==> config.mk <==
export PLATFORM = sky130hd
export DESIGN_NAME = cpu_mem_bridge
export DESIGN_NICKNAME = d
export VERILOG_FILES = /design/src/rtl/cpu_mem_bridge.sv
export SDC_FILE = /design/constraint.sdc
export NUM_CORES = 1
export LEC_CHECK = 0
export ABC_AREA = 1
export BUFFER_PORTS_ARGS = -buffer_cell sky130_fd_sc_hd__clkbuf_2
export CORE_MARGIN = 5
export CORE_UTILIZATION = 35
export DETAILED_ROUTE_END_ITERATION = 12
export PLACE_DENSITY = 0.73
export SLEW_MARGIN = 20
export SYNTH_ARGS = -nofsm -noshare
export SYNTH_HDL_FRONTEND = slang
export SYNTH_SLANG_ARGS = --single-unit
==> constraint.sdc <==
create_clock -name clk -period 1.24 [get_ports clk]
set_input_delay 0 -clock clk [delete_from_list [all_inputs] [get_ports clk]]
set_output_delay 0 -clock clk [all_outputs]
set_load 0.02 [all_outputs]
==> src/rtl/cpu_mem_bridge.sv <==
// Arbitrates the instruction-fetch and data-access masters onto one
// variable-latency memory port, keeping exactly one transaction in flight.
module cpu_mem_bridge #(
  parameter int STARVE_MAX = 4
) (
  input  logic        clk,
  input  logic        reset,
  input  logic        inst_req,
  input  logic [31:0] inst_addr,
  output logic        inst_addr_ok,
  output logic        inst_data_ok,
  output logic [31:0] inst_rdata,
  input  logic        data_req,
  input  logic [3:0]  data_we,
  input  logic [31:0] data_addr,
  input  logic [31:0] data_wdata,
  output logic        data_addr_ok,
  output logic        data_data_ok,
  output logic [31:0] data_rdata,
  output logic        mem_req,
  output logic        mem_wr,
  output logic [3:0]  mem_wstrb,
  output logic [31:0] mem_addr,
  output logic [31:0] mem_wdata,
  input  logic        mem_addr_ok,
  input  logic        mem_data_ok,
  input  logic [31:0] mem_rdata,
  output logic [1:0]  state_dbg
);

  // Handshakes: a master holds *_req until it sees *_addr_ok in the same
  // cycle; mem_req is held with stable fields until mem_addr_ok; each
  // mem_data_ok in WAIT yields exactly one *_data_ok to the owner.
  typedef enum logic [1:0] {
    IDLE = 2'd0,
    REQ  = 2'd1,
    WAIT = 2'd2
  } state_t;

  localparam logic [2:0] STARVE_LIM = 3'(STARVE_MAX);

  state_t      state;
  state_t      state_nxt;
  logic [31:0] addr_r;
  logic [31:0] wdata_r;
  logic [3:0]  we_r;
  logic        owner_r;
  logic [2:0]  starve_cnt;
  logic        grant_inst;
  logic        grant_data;

  always_ff @(posedge clk) begin
    if (reset) begin
      state      <= IDLE;
      starve_cnt <= 3'd0;
      addr_r     <= 32'd0;
      wdata_r    <= 32'd0;
      we_r       <= 4'd0;
      owner_r    <= 1'b0;
    end else begin
      state <= state_nxt;
      if (grant_inst) begin
        addr_r     <= inst_addr;
        wdata_r    <= 32'd0;
        we_r       <= 4'd0;
        owner_r    <= 1'b0;
        starve_cnt <= 3'd0;
      end else if (grant_data) begin
        addr_r  <= data_addr;
        wdata_r <= data_wdata;
        we_r    <= data_we;
        owner_r <= 1'b1;
        // Only data grants that actually bypass a waiting fetch count.
        if (inst_req) begin
          if (starve_cnt < STARVE_LIM) starve_cnt <= starve_cnt + 3'd1;
        end else begin
          starve_cnt <= 3'd0;
        end
      end
    end
  end

  always_comb begin
    state_nxt    = state;
    grant_inst   = 1'b0;
    grant_data   = 1'b0;
    mem_req      = 1'b0;
    inst_data_ok = 1'b0;
    data_data_ok = 1'b0;
    case (state)
      IDLE: begin
        if (!reset) begin
          if (inst_req && (!data_req || starve_cnt == STARVE_LIM)) begin
            grant_inst = 1'b1;
          end else if (data_req) begin
            grant_data = 1'b1;
          end
          if (grant_inst || grant_data) state_nxt = REQ;
        end
      end
      REQ: begin
        mem_req = 1'b1;
        if (mem_addr_ok) state_nxt = WAIT;
      end
      WAIT: begin
        if (mem_data_ok) begin
          state_nxt = IDLE;
          // A response landing in a reset cycle is dropped.
          if (!reset) begin
            if (owner_r) data_data_ok = 1'b1;
            else         inst_data_ok = 1'b1;
          end
        end
      end
      default: state_nxt = IDLE;
    endcase
  end

  assign inst_addr_ok = grant_inst;
  assign data_addr_ok = grant_data;
  assign inst_rdata   = inst_data_ok ? mem_rdata : 32'd0;
  assign data_rdata   = data_data_ok ? mem_rdata : 32'd0;
  assign mem_addr     = addr_r;
  assign mem_wdata    = wdata_r;
  assign mem_wstrb    = we_r;
  assign mem_wr       = |we_r;
  assign state_dbg    = state;

endmodule

# After elaboration in Yosys (flattened, before gate mapping)
# Cells that the tools add are included.
# W data, S select, Z words.
# totals
ff_bits	74
input_bits	138
out_inout_bits	140
# classes
n_addsub	1
n_lt_le_gt_ge	1
eq_ne	7
n_mux	30
reduce_logical	10
# op_table
cell	n
$mux W32	4
$mux W1	20
$mux W2	3
$mux W3	2
$ne A2 B2 Y1 const B	3
$pmux W2 S3	1
$reduce_or A4 Y1	1
$add A3 B1 Y3 const B	1
$eq A3 B3 Y1 const B	1
$lt A3 B3 Y1 const B	1
$reduce_and A3 Y1	1
$eq A2 B1 Y1 const B	1
$eq A2 B2 Y1 const B	1
$logic_not A2 Y1	1
$logic_or A1 B1 Y1	2
$ne A2 B1 Y1 const B	1
$reduce_and A2 Y1	1
$reduce_bool A2 Y1	1
$reduce_or A2 Y1	1
$logic_and A1 B1 Y1	1
$logic_not A1 Y1	1

# Depth between registers and ports, before layout
# Gate-level depths: netlist of run 1.
# logic_depth
word_depth	10
ltp_mapped	10

# Worst setup path before layout of run 1
# No wires, ideal clock.
# synth_timing
path_type	register -> output
start	register state[1] (netlist: state_dbg[1])
end	output data_rdata[10]
arrival_time_ns	1.628
required_time_ns	1.240
slack_ns	-0.388
path_stages_with_launch	8
n_path_buf	1
cell_sequence	dfxtp_1 -> inv_2 -> nor2_1 -> nand2_1 -> nor3_2 -> inv_2 -> buf_2 -> nor2_1
# synth_between
elab_chain_cells	3
# synth_rtl
item	line	text
start: declaration	42	state_t state;
start signal: assignment	61	state <= state_nxt;
$eq A2 B2 Y1	90	case (state)
$mux W1	90	
via data_data_ok	18	output logic data_data_ok,
$mux W32	122	assign data_rdata = data_data_ok ? mem_rdata : 32'd0;
end: declaration	19	output logic [31:0] data_rdata,
# The timed path passes the listed nets, and every way through them passes these cells.

# Final worst setup path of run 1
# layout_timing
start	register state[1] (netlist: state_dbg[1])
end	output inst_rdata[24]
# layout_between
elab_chain_cells	3
# layout_rtl
item	line	text
$eq A2 B2 Y1	90	
$mux W1	90	
$mux W32	121	assign inst_rdata = inst_data_ok ? mem_rdata : 32'd0;
end: declaration	12	output logic [31:0] inst_rdata,
# No other way between the ends.

==> impl_metrics.py, run 1 <==
metrics = {
    "outcome": {
        "status": "finished, violations left",
        "violations": "setup timing",
    },
    "setup_path": {
        "path_max_fanout": 8,
        "reg2reg_slack_ns": -0.48,
        "cp-end-kind": "primary output",
        "required_ns": 1.24,
        "path_class": "flip-flop to primary output",
        "start_kind": "flip-flop",
        "crit_arrival_ns": 1.78,
        "reg2regPathDepth": 12,
        "r2r_end": "mem_wdata[19]$_SDFFE_PP0P_",
        "r2r_start": "starve_cnt[0]$_SDFFE_PP0P_",
    },
    "sta": {
        "setup_slack_ns": -0.539,
        "hold_violations": 0,
        "finalCritPeriodShare_pct": 143,
        "fin_worst_skew_ns": 0.0139,
        "finalSetupTns_ns": -57.08,
        "fin_crit_ns": 1.78,
        "tightest_slew_ns": 0.404,
        "max_freq_mhz": 562,
        "max_slew_margin_pct": 73.0,
        "drv_slew": 0,
        "setup_violations": 141,
        "rsz0062_at_grt": "true",
    },
    "detailed_routing": {
        "top_layer": "met4",
        "wl_met2_um": 13800,
        "vias_per_cell": 5.21,
        "routed_wl_um": 27600,
        "drtIter0Drc": 620,
        "drt-met1-wl_um": 8690,
        "drc_errors": 0,
        "vias": 6517,
        "post_drt_wl_per_cell_um": 22.1,
        "dr_wl_met3_um": 2660,
        "dr.pass1.iters": 5,
        "ant_nets": 0,
    },
    "yosys": {
        "ys_ff_latch": 74,
        "synthTopCellsByCount": "nor2_1 (207), inv_1 (144), nand2_1 (124)",
        "synth_largest_area_cell": "dfxtp_1",
        "synth_cells": 672,
        "synth_most_common_cell": "nor2_1",
        "syn_avg_cell_area_um2": 5.87,
        "synth_area_leaders": "dfxtp_1 (38%), nor2_1 (20%), inv_1 (14%)",
        "ys_warn_count": 0,
        "seq_area_frac_synth_pct": 37.6,
        "netlist_area_um2": 3940,
        "synth_cell_type_count": 21,
        "synth_edf_count": 0,
        "syn_nets": 812,
        "yosysTopAreaCellShare_pct": 37.6,
        "synth_flop_cell": "dfxtp_1",
        "async_reset_ff_share_pct": 0,
    },
    "place": {
        "hpwl_um": 11000,
        "portBuffers": 277,
        "place_ws_ns": -0.161,
        "place_congestion": 0.869,
    },
    "cts": {
        "clk_pin_slew_ns": 0.07,
        "cts_tree": "done",
        "worstSkewPairLatency_ns": 0.34,
        "cts_max_path_buffers": 2,
        "clockRootBuffer": "clkbuf_16",
        "cts_buffers": 9,
        "cts.sinks": 74,
        "cts-htree-levels": 3,
    },
    "grt": {
        "grt_max_degree": 25,
        "grt_pass1_vias": 6194,
        "grt_first_pass_wirelength_um": 32500,
        "antenna_found_initial": 1,
        "gr-total-overflow": 0,
        "track_usage_pct": 31.6,
    },
    "cells_and_area": {
        "final_layout_size_suffix_gt1_share_pct": 50.7,
        "syn_to_final_growth_pct": 146,
        "fin_nets": 1245,
    },
    "pwr": {
        "power_density_nw_per_um2": 910,
        "p_int_mw": 5.71,
        "ir_worst_vdd_uv": 775,
        "p_sw_mw": 3.13,
        "power_frac_clock_pct": 31.3,
        "p_leak_nw": 4.91,
        "p_seq_share_pct": 31.0,
        "swShare_pct": 35.4,
        "pwr-share-comb_pct": 37.7,
    },
    "hold_path": {
        "hp-start": "inst_addr[4]",
        "worstHoldPathCells": 5,
        "whs_endpoint": "mem_addr[4]$_SDFFE_PP0P_",
        "worst_hold_path_type": "input pin to flip-flop",
    },
    "die": {
        "die_h_um": 116,
        "core_area_um2": 10900,
        "die_w_um": 116,
        "rows": 38,
        "start_util_pct": 36.1,
        "ios": 278,
        "dieArea_um2": 13500,
    },
    "flow_run": {
        "cap_violations": 0,
    },
}
cells by family (layout without fill, tap and decap cells):
group                    count (synthesis)  count (layout)  share of synthesized area [%]
AND/OR/NAND/NOR                        406             406                           41.7
buffers and inverters                  184             622                           19.2
flip-flops                              74              74                           37.6
AO/OA/AOI/OAI                            6               6                          0.920
adder cells (fa/ha/maj)                  2               2                          0.635
other                                    0               1                              0
sequential cells by signal (all words and copies together), names as in the netlist:
register and flops:
starve_cnt 3, owner_r 1, mem_addr 32, mem_wdata 32, mem_wstrb 4, state_dbg 2
metal layers:
metal  global-route usage [%]  vias up
met4                     20.9        0
met3                     7.72      196
met2                     58.0      520
met5                        0        -
li1                         -     2824
met1                     31.4     2977
cell usage in the layout, fill, tap and decap left out, types with 20 or more instances in the layout:
| cell type | netlist | final |
|---|---|---|
| buf_6 | 0 | 20 |
| dlygate4sd3_1 | 0 | 94 |
| nor2_1 | 207 | 99 |
| dfxtp_1 | 74 | 70 |
| nor2_2 | 1 | 36 |
| clkbuf_2 | 0 | 208 |
| inv_1 | 144 | 139 |
| nand2_4 | 0 | 22 |
| nand2_1 | 124 | 91 |
| nor2_4 | 1 | 74 |
| nand3_1 | 67 | 50 |
| buf_12 | 0 | 26 |
| clkbuf_8 | 0 | 46 |
area by class of cell:
type	count	area, um2
clock buffer	9	225
tap	140	175
sequential	74	1490
multi-input combinational	414	2720
inverter	150	583
fill	462	1230
antenna	1	2.50
timing repair buffer	456	4420
clock inverter	7	82.6
power by group through the flow:
stage	registers, mW	logic [mW]	clock network, mW
after global routing	2.75	3.48	2.88
after global placement	2.75	1.82	0
after detailed placement	2.76	1.83	0
after CTS	2.71	2.81	2.76
after floorplan	3.00	0.880	0
final	2.74	3.33	2.77
through the flow:
stage	cells	utilization, %	hold WS (ns)	total power [mW]	instance area, um2
after floorplan	672	-	0.0927	3.88	4530
after global routing	1250	88.7	0.0570	9.12	9700
final	1251	88.8	0.0323	8.83	9710
after global placement	1078	56.4	0.199	4.57	6170
after detailed placement	1078	56.4	0.206	4.59	6170
after CTS	1245	83.0	0.000133	8.27	9070
critical path, stage by stage (launching register included):
cell	delay, ns
dfxtp_4	0.36
inv_2	0.04
nor2_2	0.08
nand2_2	0.10
nor3_4	0.23
inv_4	0.14
clkbuf_16	0.21
nor2_4	0.12
clkbuf_8	0.16
how the worst max path moves through the flow:
stage	start	depth (start not counted)	slack, ns	to
floorplan	state_dbg[1]$_SDFFE_PP0P_	7	-0.14	data_rdata[10]
finish	state_dbg[1]$_SDFFE_PP0P_	8	-0.54	inst_rdata[24]
CTS	state_dbg[1]$_SDFFE_PP0P_	8	-0.37	inst_rdata[21]
detailed placement	starve_cnt[1]$_SDFFE_PP0P_	9	-0.16	mem_addr[26]$_SDFFE_PP0P_
global route	state_dbg[1]$_SDFFE_PP0P_	8	-0.61	inst_rdata[5]
global placement	starve_cnt[1]$_SDFFE_PP0P_	9	-0.12	mem_addr[26]$_SDFFE_PP0P_
what timing repair did:
action | in CTS | in global routing
resized for setup | 197 | 131
endpoints found under the setup margin | 140 | 143
buffers inserted | 43 | 6
cloned | 19 | 10
pin swaps | 19 | 47
hold endpoints to repair | 70 | 0
hold buffers | 94 | 0
Power figures use the tool's default switching activity.
==> run 2: changes to the inputs <==
--- a/config.mk
+++ b/config.mk
@@ -5,12 +5,12 @@
 export SDC_FILE = /design/constraint.sdc
 export NUM_CORES = 1
 export LEC_CHECK = 0
-export ABC_AREA = 1
+export ABC_AREA = 0
 export BUFFER_PORTS_ARGS = -buffer_cell sky130_fd_sc_hd__clkbuf_2
 export CORE_MARGIN = 5
 export CORE_UTILIZATION = 35
 export DETAILED_ROUTE_END_ITERATION = 12
-export PLACE_DENSITY = 0.73
+export PLACE_DENSITY = 0.75
 export SLEW_MARGIN = 20
 export SYNTH_ARGS = -nofsm -noshare
 export SYNTH_HDL_FRONTEND = slang
==> impl_metrics.py, run 2 <==
metrics = {
    "sta": {
        "finalCritPeriodShare_pct": 159,
        "max_slew_margin_pct": 75.0,
        "hold-worst-slack_ns": -0.0241,
        "setup_slack_ns": -0.727,
        "max_freq_mhz": 508,
        "setup_violations": 145,
        "rsz0062_at_grt": "true",
        "fin_worst_skew_ns": 0.0122,
        "hold_violations": 2,
        "tightest_slew_ns": 0.371,
        "drv_slew": 0,
        "fin_crit_ns": 1.97,
    },
    "cells_and_area": {
        "final_layout_size_suffix_gt1_share_pct": 71.7,
        "final_common_cell": "clkbuf_2",
        "fin_area_um2": 9090,
        "n_fill_cell": 372,
        "finalNonFillerCells": 997,
        "syn_to_final_growth_pct": 154,
        "final_cell_mix": "clkbuf_2 (206), dfxtp_1 (70), dlygate4sd3_1 (67)",
        "fin_nets": 994,
    },
    "hold_path": {
        "whs_endpoint": "mem_addr[12]$_SDFFE_PP0P_",
        "worstHoldPathCells": 3,
        "worst_hold_path_type": "input pin to flip-flop",
        "hp-start": "data_addr[12]",
    },
    "yosys": {
        "synth_most_common_cell": "dfxtp_1",
        "synth_largest_area_cell": "dfxtp_1",
        "synth-simple-area-share_pct": 35.0,
        "seq_area_frac_synth_pct": 41.4,
        "synthTopCellsByCount": "dfxtp_1 (74), a21oi_1 (72), and2_1 (65), nor3_1 (65), nand3_1 (37)",
        "synth-adder-area-share_pct": 0.699,
        "synth_flop_cell": "dfxtp_1",
        "netlist_area_um2": 3580,
        "synth_top_family_by_area": "simple AND/OR/NAND/NOR gates",
        "async_reset_ff_share_pct": 0,
        "yosysTopAreaCellShare_pct": 41.4,
        "synth_xor_xnor_area_share_pct": 0,
        "syn_nets": 603,
        "synthMuxAreaShare_pct": 0,
        "syn_avg_cell_area_um2": 7.73,
        "ys_warn_count": 0,
        "synth_cell_type_count": 29,
        "synth_edf_count": 0,
        "synth_compound_area_share_pct": 16.4,
        "synth_cells": 463,
        "synth_area_leaders": "dfxtp_1 (41%), and2_1 (11%), a21oi_1 (10%)",
        "ys_ff_latch": 74,
    },
    "setup_path": {
        "cp_cell_sequence": "buf_6 -> buf_6 -> nor3b_4 -> and3b_2 -> clkbuf_16 -> and2_2 -> clkbuf_8",
        "cpMostUsedCell": "buf_6",
        "reg2reg_slack_ns": -0.72,
        "r2r_start": "state_dbg[0]$_SDFFE_PP0P_",
        "reg2regPathDepth": 9,
        "cp-end-kind": "primary output",
        "max_stage_delay_ns": 0.37,
        "path_max_fanout": 16,
        "r2r_end": "mem_addr[19]$_SDFFE_PP0P_",
        "required_ns": 1.24,
        "start_kind": "flip-flop",
        "crit_arrival_ns": 1.97,
        "path_class": "flip-flop to primary output",
        "slowest_stage": "dfxtp_4",
    },
    "detailed_routing": {
        "post_drt_wl_per_cell_um": 26.4,
        "dr.pass1.iters": 7,
        "vias_per_cell": 6.01,
        "drc_errors": 0,
        "routed_wl_um": 26300,
        "drtIter0Drc": 689,
        "ant_nets": 0,
        "vias": 5996,
    },
    "place": {
        "place_inst": 864,
        "place_ws_ns": -0.486,
        "portBuffers": 277,
        "place_congestion": 0.883,
        "hpwl_um": 10900,
        "dpl_cell_area_um2": 5730,
    },
    "cts": {
        "cts.sinks": 74,
        "cts_buffers": 9,
        "cts-htree-levels": 3,
        "clk_pin_slew_ns": 0.09,
        "cts_max_path_buffers": 2,
        "worstSkewPairLatency_ns": 0.37,
        "clockRootBuffer": "clkbuf_8",
        "cts_tree": "done",
    },
    "grt": {
        "grt_max_degree": 41,
        "gr-total-overflow": 0,
        "grt_first_pass_wirelength_um": 31500,
        "grt_pass1_vias": 5769,
        "track_usage_pct": 31.4,
        "antenna_found_initial": 2,
    },
    "die": {
        "die_w_um": 111,
        "core_area_um2": 10100,
        "ios": 278,
        "start_util_pct": 35.3,
        "die_h_um": 111,
        "rows": 37,
        "dieArea_um2": 12400,
    },
    "pwr": {
        "power_density_nw_per_um2": 836,
        "ir_worst_vdd_uv": 699,
        "p_leak_nw": 3.83,
    },
    "outcome": {
        "violations": "hold timing, setup timing",
        "status": "finished, violations left",
    },
    "flow_run": {
        "cap_violations": 0,
    },
}
run 2: critical path: cells and delay by family, from the launching register on:
kind                   cells  cell delay [ns]
and+or+nand+nor            3             0.66
DFF                        1             0.37
buffers and inverters      4             0.57
run 2: stage by stage:
stage / total power, mW / hold slack, ns / setup TNS (ns) / utilization, %
4_1_cts: 6.92 / 0.00212 / -75.30 / 80.3
3_3_place_gp: 4.19 / 0.214 / -47.20 / 56.6
6_report: 7.60 / -0.0241 / -85.11 / 89.7
2_1_floorplan: 3.56 / 0.0792 / -19.20 / -
5_1_grt: 7.80 / -0.0161 / -91.62 / 89.7
3_5_place_dp: 4.22 / 0.214 / -51.52 / 56.6
run 2: final cells by class:
type	instances	area [um2]	area share, %
Multi-Input combinational cell	335	3150	34.7
Inverter	3	11.3	0.124
Clock buffer	11	163	1.79
Antenna cell	2	5.00	0.0551
Timing Repair Buffer	431	4040	44.4
Clock inverter	5	58.8	0.647
Tap cell	136	170	1.87
Sequential cell	74	1490	16.4
run 2: metal layers:
layer / GRT usage [%] / vias up / routed length, um
met2: 56.6 / 527 / 13100
met3: 7.86 / 158 / 2650
met1: 34.9 / 2850 / 8770
met4: 13.5 / 0 / 1810
li1: - / 2461 / -
met5: 0 / - / 0
run 2: repair_timing:
item	CTS	global route
endpoints found under the hold margin	61	2
gates cloned	13	11
buffers inserted	26	6
endpoints found under the setup margin	143	145
pin swaps	75	50
resized for setup	253	220
hold buffers	65	2
run 2: cells by family (layout without fill, tap and decap cells):
logic type      after synthesis  count (layout)
compound gates              114             114
fa+ha+maj                     2               2
buf+inv                      54             450
flops                        74              74
other cells                   0               2
simple gates                219             219
run 2: how the worst max path moves through the flow:
| stage | cells past startpoint | startpoint | slack [ns] | end |
|---|---|---|---|---|
| 6_report | 7 | state_dbg[0]$_SDFFE_PP0P_ | -0.73 | inst_rdata[24] |
| 4_1_cts | 8 | state_dbg[0]$_SDFFE_PP0P_ | -0.60 | data_rdata[0] |
| 3_3_place_gp | 4 | state_dbg[0]$_SDFFE_PP0P_ | -0.47 | mem_addr[2]$_SDFFE_PP0P_ |
| 2_1_floorplan | 5 | state_dbg[0]$_SDFFE_PP0P_ | -0.27 | mem_wdata[10]$_SDFFE_PP0P_ |
| 3_5_place_dp | 4 | state_dbg[0]$_SDFFE_PP0P_ | -0.49 | mem_addr[2]$_SDFFE_PP0P_ |
| 5_1_grt | 9 | state_dbg[0]$_SDFFE_PP0P_ | -0.82 | mem_addr[17]$_SDFFE_PP0P_ |
run 2: power breakdown:
group / switching, mW / internal (mW) / total (mW) / leakage [nW]
clock network: 1.03 / 1.11 / 2.14 / 0.107
registers: 0.151 / 2.55 / 2.70 / 0.608
logic: 1.46 / 1.29 / 2.75 / 3.12
